**config.mk**
```make
export PLATFORM = sky130hd
export DESIGN_NAME = instr_fetch_unit
export DESIGN_NICKNAME = d
export VERILOG_FILES = /design/src/rtl/instr_fetch_unit.sv
export SDC_FILE = /design/constraint.sdc
export NUM_CORES = 1
export LEC_CHECK = 0
export ABC_CLOCK_PERIOD_IN_PS = 3100
export CELL_PAD_IN_SITES_DETAIL_PLACEMENT = 1
export CELL_PAD_IN_SITES_GLOBAL_PLACEMENT = 1
export CORE_ASPECT_RATIO = 1.2
export CORE_MARGIN = 2
export CORE_UTILIZATION = 30
export DETAILED_ROUTE_END_ITERATION = 6
export GPL_TIMING_DRIVEN = 0
export PLACE_DENSITY_LB_ADDON = 0.1
export SYNTH_ARGS = -nofsm -noshare
export SYNTH_HDL_FRONTEND = slang
export SYNTH_SLANG_ARGS = --single-unit
```
**constraint.sdc**
```tcl
create_clock -name clk -period 3.1 [get_ports clk]
set_input_delay 0.93 -clock clk [delete_from_list [all_inputs] [get_ports clk]]
set_output_delay 0.93 -clock clk [all_outputs]
set_load 0.05 [all_outputs]
```
**src/rtl/instr_fetch_unit.sv**
```systemverilog
// Fetch stage: holds the PC, issues one imem read at a time, captures the instruction.
// Optional perf counters (fetch_count, stall_count) enabled by IFU_PERF_CNT_EN.
module instr_fetch_unit #(
  parameter int              ADDR_W   = 32,
  parameter logic [ADDR_W-1:0] RESET_PC = '0
) (
  input  logic              clk,
  input  logic              reset,
  output logic              imem_req,
  output logic [ADDR_W-1:0] imem_addr,
  input  logic              imem_ack,
  input  logic [31:0]       imem_rdata,
  output logic              instr_valid,
  input  logic              instr_ready,
  input  logic              branch_taken,
  input  logic [ADDR_W-1:0] branch_target,
  output logic [31:0]       instr,
  output logic [3:0]        cond,
  output logic [1:0]        op,
  output logic [5:0]        funct,
  output logic [3:0]        rd,
  output logic [ADDR_W-1:0] pc,
  output logic [ADDR_W-1:0] pc_plus8,
`ifdef IFU_PERF_CNT_EN
  output logic [31:0]       fetch_count,
  output logic [31:0]       stall_count,
`endif
  output logic              fetch_fault
);

  typedef enum logic [1:0] {
    IDLE,
    REQ,
    HOLD,
    FAULT
  } state_e;

  state_e            state_q;
  logic [ADDR_W-1:0] next_pc_q;
  logic [ADDR_W-1:0] next_pc_d;
  logic [ADDR_W-1:0] pc_q;
  logic [31:0]       instr_q;
  logic              req_q;
  logic              valid_q;
  logic              fault_q;
  logic              misalign;

  always_comb begin
    next_pc_d = branch_taken ? branch_target
                             : pc_q + ADDR_W'(4);
    misalign  = branch_taken &&
                (branch_target[1:0] != 2'b00);
  end

  // Outputs are registered alongside the state so they change only on edges.
  always_ff @(posedge clk) begin
    if (reset) begin
      state_q   <= IDLE;
      next_pc_q <= RESET_PC;
      pc_q      <= RESET_PC;
      instr_q   <= '0;
      req_q     <= 1'b0;
      valid_q   <= 1'b0;
      fault_q   <= 1'b0;
    end else begin
      unique case (state_q)
        IDLE: begin
          state_q <= REQ;
          req_q   <= 1'b1;
        end
        REQ: begin
          if (imem_ack) begin
            instr_q <= imem_rdata;
            pc_q    <= next_pc_q;
            req_q   <= 1'b0;
            valid_q <= 1'b1;
            state_q <= HOLD;
          end
        end
        HOLD: begin
          if (instr_ready) begin
            valid_q <= 1'b0;
            if (misalign) begin
              fault_q <= 1'b1;
              state_q <= FAULT;
            end else begin
              next_pc_q <= next_pc_d;
              req_q     <= 1'b1;
              state_q   <= REQ;
            end
          end
        end
        FAULT: begin
          req_q   <= 1'b0;
          valid_q <= 1'b0;
        end
        default: state_q <= IDLE;
      endcase
    end
  end

`ifdef IFU_PERF_CNT_EN
  logic [31:0] fetch_cnt_q;
  logic [31:0] stall_cnt_q;

  always_ff @(posedge clk) begin
    if (reset) begin
      fetch_cnt_q <= '0;
      stall_cnt_q <= '0;
    end else begin
      if (state_q == REQ && imem_ack)
        fetch_cnt_q <= fetch_cnt_q + 32'd1;
      if (state_q == HOLD && !instr_ready)
        stall_cnt_q <= stall_cnt_q + 32'd1;
    end
  end

  assign fetch_count = fetch_cnt_q;
  assign stall_count = stall_cnt_q;
`endif

  assign imem_req    = req_q;
  assign imem_addr   = next_pc_q;
  assign instr_valid = valid_q;
  assign instr       = instr_q;
  assign cond        = instr_q[31:28];
  assign op          = instr_q[27:26];
  assign funct       = instr_q[25:20];
  assign rd          = instr_q[15:12];
  assign pc          = pc_q;
  assign pc_plus8    = pc_q + ADDR_W'(8);
  assign fetch_fault = fault_q;

endmodule

```
==> impl_metrics.env, run 1 <==
export IMPL_slew_headroom=0.425
export IMPL_critical_path_class="reg2out"
export IMPL_rows=52
export IMPL_setup_viol_count_final=0
export IMPL_synth_top_cell_area_share=0.390
export IMPL_grt_usage=0.236
export IMPL_portBuffers=215
export IMPL_maxSlewViolCount=0
export IMPL_synthCells=663
export IMPL_gp_congestion=0.832
export IMPL_place_ws_ns=-0.890
export IMPL_drt_total_wl_um=21600
export IMPL_dieArea_um2=18400
export IMPL_initial_core_util=0.306
export IMPL_critPathRequiredTime_ns=2.17
export IMPL_fp_dieH_um=148
export IMPL_outcome="completed"
export IMPL_diodes=0
export IMPL_yosysSeqAreaShare=0.390
export IMPL_crit_fanout=6
export IMPL_synth_most_common_cell="nand2_1"
export IMPL_dp_hpwl_um=16000
export IMPL_layout_min_cycle_time_ns=3.08
export IMPL_power_density_nw_per_um2=385
export IMPL_grt_antenna_before_repair=0
export IMPL_min_path_type="reg2reg"
export IMPL_tightest_slew_ns=0.862
export IMPL_first_global_vias=6040
export IMPL_die_x_um=124
export IMPL_synth_area_leader_cell="dfxtp_1"
export IMPL_ys_flop_type="dfxtp_1"
export IMPL_synth_commonest_cells="nand2_1, dfxtp_1, a21oi_1"
export IMPL_via_per_inst=5.03
export IMPL_ir_drop_mv=0.216
export IMPL_syn_area_per_cell_um2=7.82
export IMPL_dp_cells=1094
export IMPL_startpoint_type="flip-flop"
export IMPL_period_share=0.993
export IMPL_asyncSetResetFlopFracSynth=0
export IMPL_cts_buffers=9
export IMPL_cts_buffer_depth=2
export IMPL_syn_to_final_growth_pct=62.2
export IMPL_p_leak_nw=3.20
export IMPL_arrival_ns=2.15
export IMPL_grt_max_degree=15
export IMPL_ant_nets=0
export IMPL_overflow=0
export IMPL_route_vias_total=5665
export IMPL_yosysWarningCount=0
export IMPL_max_cap_violations=0
export IMPL_ys_ff_latch=101
export IMPL_fin_ws_ns=0.0221
export IMPL_synth_area_top_cells="dfxtp_1, nand2_1, a21oi_1"
export IMPL_fin_skew_ns=0.0109
export IMPL_first_iter_violations=210
export IMPL_clock_sinks=101
export IMPL_cts_root_buf="clkbuf_16"
export IMPL_wire_per_inst_um=19.2
export IMPL_utilization=0.497
export IMPL_nets=982
export IMPL_synth_edf_count=0
export IMPL_final_cells=1126
export IMPL_h_tree_depth=3
export IMPL_firstDrtPassIters=4
export IMPL_ctsHoldBuffers=0
export IMPL_insertion_delay_ns=0.36
export IMPL_core_area_um2=16900
export IMPL_max_freq_mhz=325
export IMPL_grt_pass1_wl_um=33000
export IMPL_rsz0062_at_grt="true"
export IMPL_cts_clk_slew_worst_paths_ns=0.07
export IMPL_layout_drive_gt1_share=0.167
export IMPL_tritoncts="built"
export IMPL_ys_types=42
export IMPL_drc_errors=0
export IMPL_ios=216
export IMPL_cp_end_kind="output pin"
export IMPL_hold_viol_final=0
export IMPL_syn_num_nets=738
export IMPL_mappedNetlistArea_um2=5180
-- worst paths after layout --
kind | from | to | slack [ns] | depth (start not counted)
min reg2reg | instr[11] | instr[11] | 0.45 | 2
max reg2reg | pc[2] | imem_addr[31] | 0.59 | 5
max | pc[3] | pc_plus8[29] | 0.02 | 7
min | instr[11] | instr[11] | 0.45 | 2
-- power breakdown --
part	leakage, nW	total (mW)	switching (mW)	internal, mW
combinational	2.24	0.712	0.454	0.259
sequential	0.829	1.38	0.0379	1.34
clock	0.139	1.15	0.510	0.640
-- kinds of logic after synthesis --
logic type,synth area share
AOI/OAI and AO/OA,0.148
xor gates and xnor gates,0.0895
adders and majority gates,0.0145
buffers and inverters,0.0854
DFF,0.390
muxes,0.00966
and+or+nand+nor,0.263
-- state kept, by name, summed over array words and instances, names as in the netlist --
name and count:
imem_req 1, state_q 2, pc 32, imem_addr 32
fetch_fault 1, instr_valid 1, instr 32
-- layer usage --
layer / track usage / up-vias / share of wire
met2: 0.421 / 179 / 0.51
met5: 0 / - / 0
met3: 0.0525 / 24 / 0.066
met1: 0.273 / 2766 / 0.40
met4: 0.0843 / 0 / 0.021
li1: - / 2696 / -
-- worst max-delay path: stages, from the launching register on --
cell	delay [ns]
dfxtp_4	0.41
ha_4	0.19
nand3_4	0.14
nor4_4	0.24
buf_6	0.17
nand4_1	0.21
xnor2_4	0.25
buf_6	0.18
-- area by class of cell --
type | instances | area (um^2)
flip-flops and latches | 101 | 2060
clock buffers | 12 | 246
inverters | 10 | 37.5
plain buffers | 65 | 410
clock inverters | 2 | 35.0
multi-input cells | 480 | 3040
repair buffers | 240 | 2310
fillers | 2029 | 8510
well taps | 216 | 270
-- timing repair --
item | CTS | global route
resized for setup | 138 | 13
pin swaps | 7 | 11
buffers inserted | 6 | 20
setup endpoints to repair | 25 | 19
-- layout by cell type (no fill, tap or decap), types with 9 or more instances in the layout --
| cell type | n |
|---|---|
| a211oi_1 | 9 |
| a21oi_1 | 92 |
| and3_1 | 9 |
| buf_4 | 51 |
| buf_6 | 9 |
| clkbuf_1 | 31 |
| clkbuf_16 | 9 |
| clkdlybuf4s50_1 | 190 |
| dfxtp_1 | 81 |
| dfxtp_2 | 16 |
| inv_1 | 10 |
| nand2_1 | 168 |
| nand3_1 | 15 |
| nand3b_1 | 12 |
| nand4_1 | 15 |
| nor2_1 | 18 |
| o21ai_0 | 9 |
| o21ai_1 | 11 |
| xnor2_1 | 9 |
| xor2_1 | 26 |
-- through the flow --
step	total power, mW	instance area, um^2	hold WS (ns)	TNS [ns]
2_1_floorplan	1.82	5430	0.525	0
3_3_place_gp	2.11	7850	0.439	-11.10
3_5_place_dp	2.12	7850	0.448	-12.09
4_1_cts	3.27	8240	0.457	-0.0533
5_1_grt	3.36	8410	0.488	-0.0871
6_report	3.24	8410	0.455	0
Power figures use the tool's default switching activity.
==> run 2, diff against run 1 <==
--- a/config.mk
+++ b/config.mk
@@ -14,6 +14,7 @@
 export DETAILED_ROUTE_END_ITERATION = 6
 export GPL_TIMING_DRIVEN = 0
 export PLACE_DENSITY_LB_ADDON = 0.1
+export SKIP_CTS_REPAIR_TIMING = 1
 export SYNTH_ARGS = -nofsm -noshare
 export SYNTH_HDL_FRONTEND = slang
 export SYNTH_SLANG_ARGS = --single-unit
==> run 2 against run 1 <==
- first-iteration DRC count grew 8.1%
- routed wire length grew 0.34%
- clock-buffer cell count did not move
- power about the same
- sequential share of layout area grew 0.25 points
- fmax grew 0.20%
- clock power about the same
- worst setup slack better by 0.0062 ns
- die area unchanged
- clock skew about the same
- global-route usage fell by 0.21 points
- sequential cell count did not move
- largest cell class unchanged
==> impl_metrics.env, run 2 (synthesized netlist as in run 1, its figures left out) <==
export IMPL_wire_per_inst_um=19.3
export IMPL_power_density_nw_per_um2=388
export IMPL_rows=52
export IMPL_nets=977
export IMPL_p_comb_frac=0.220
export IMPL_cts_buffer_depth=2
export IMPL_p_leak_nw=3.29
export IMPL_h_tree_depth=3
export IMPL_max_cap_violations=0
export IMPL_utilization=0.493
export IMPL_ir_drop_mv=0.214
export IMPL_grt_pass1_wl_um=32700
export IMPL_drc_errors=0
export IMPL_portBuffers=215
export IMPL_final_common_cell="clkdlybuf4s50_1"
export IMPL_slew_headroom=0.424
export IMPL_final_cell_mix="clkdlybuf4s50_1, nand2_1, a21oi_1, dfxtp_1, buf_4"
export IMPL_dp_cells=1094
export IMPL_fin_skew_ns=0.0105
export IMPL_first_global_vias=5974
export IMPL_arrival_ns=2.14
export IMPL_final_cells=1121
export IMPL_syn_to_final_growth_pct=60.9
export IMPL_path_cells="buf_6 > nand3_2 > nor4_4 > buf_4 > and2_4 > and3_4 > xor2_4 > buf_6"
export IMPL_firstDrtPassIters=4
export IMPL_seq_area_um2=2060
export IMPL_maxSlewViolCount=0
export IMPL_outcome="completed"
export IMPL_setup_viol_count_final=0
export IMPL_startpoint_type="flip-flop"
export IMPL_gp_congestion=0.832
export IMPL_cts_clk_slew_worst_paths_ns=0.07
export IMPL_ios=216
export IMPL_period_share=0.991
export IMPL_internal_power_mw=2.24
export IMPL_p_switching_mw=1.00
export IMPL_die_x_um=124
export IMPL_route_vias_total=5621
export IMPL_fin_ws_ns=0.0283
export IMPL_clock_sinks=101
export IMPL_grt_antenna_before_repair=0
export IMPL_cp_end_kind="output pin"
export IMPL_diodes=0
export IMPL_crit_slowest_cell="dfxtp_4"
export IMPL_crit_top_cell="buf_6"
export IMPL_ant_nets=0
export IMPL_rsz0062_at_grt="true"
export IMPL_core_area_um2=16900
export IMPL_hold_viol_final=0
export IMPL_cts_root_buf="clkbuf_16"
export IMPL_fin_area_um2=8340
export IMPL_place_ws_ns=-0.890
export IMPL_max_freq_mhz=326
export IMPL_first_iter_violations=227
export IMPL_overflow=0
export IMPL_tightest_slew_ns=0.864
export IMPL_placedInstanceArea_um2=7850
export IMPL_nFillCells=2024
export IMPL_dp_hpwl_um=16000
export IMPL_layout_drive_gt1_share=0.159
export IMPL_swShare=0.309
export IMPL_via_per_inst=5.01
export IMPL_dieArea_um2=18400
export IMPL_power_mw=3.24
export IMPL_cts_buffers=9
export IMPL_insertion_delay_ns=0.36
export IMPL_critPathRequiredTime_ns=2.17
export IMPL_fin_tns_setup_ns=0
export IMPL_pwr_share_seq=0.426
export IMPL_multi_input_area_um2=3020
export IMPL_whs_ns=0.454
export IMPL_critical_path_class="reg2out"
export IMPL_initial_core_util=0.306
export IMPL_regToRegSetupSlack_ns=0.56
export IMPL_critPathMaxStageDelay_ns=0.37
export IMPL_min_path_type="reg2reg"
export IMPL_layout_min_cycle_time_ns=3.07
export IMPL_power_share_clock=0.355
export IMPL_fp_dieH_um=148
export IMPL_grt_max_degree=15
export IMPL_grt_usage=0.234
export IMPL_tritoncts="built"
export IMPL_drt_total_wl_um=21700
export IMPL_crit_fanout=7
-- run 2: cell count changes in the layout (fill, tap and decap cells not counted), sizes merged --
cell | before | now
buf | 74 | 62
clkbuf | 43 | 52
clkdlybuf4s15 | 4 | 0
clkdlybuf4s18 | 1 | 0
dlygate4sd2 | 5 | 0
dlymetal6s2s | 0 | 8
-- run 2: final timing paths --
check        startpoint            end  depth (start not counted)
max               pc[4]   pc_plus8[30]                          8
min           instr[11]      instr[11]                          2
max reg2reg       pc[2]  imem_addr[31]                          5
min reg2reg   instr[11]      instr[11]                          2
-- run 2: layout make-up --
type | count | area share
flip-flops and latches | 101 | 0.247
clock inverters | 2 | 0.00420
plain buffers | 65 | 0.0470
clock buffers | 12 | 0.0296
repair buffers | 235 | 0.273
inverters | 10 | 0.00450
well taps | 216 | 0.0324
multi-input cells | 480 | 0.362
-- run 2: layer usage --
| layer | share of wire | global-route usage |
|---|---|---|
| met1 | 0.39 | 0.273 |
| met2 | 0.52 | 0.418 |
| met3 | 0.066 | 0.0502 |
| met4 | 0.020 | 0.0798 |
| met5 | 0 | 0 |
-- run 2: power by group through the flow --
stage / clock, mW / sequential, mW / combinational, mW
final: 1.15 / 1.38 / 0.711
after global routing: 1.21 / 1.39 / 0.755
after CTS: 1.17 / 1.38 / 0.717
after detailed placement: 0 / 1.41 / 0.713
after global placement: 0 / 1.41 / 0.698
after floorplan: 0 / 1.55 / 0.264
-- run 2: worst max-delay path, delay by kind of cell (launching register included) --
kind                   cells  cell delay (ns)
AND/OR/NAND/NOR            4             0.79
flip-flops                 1             0.37
XOR/XNOR                   1             0.14
buffers and inverters      3             0.49
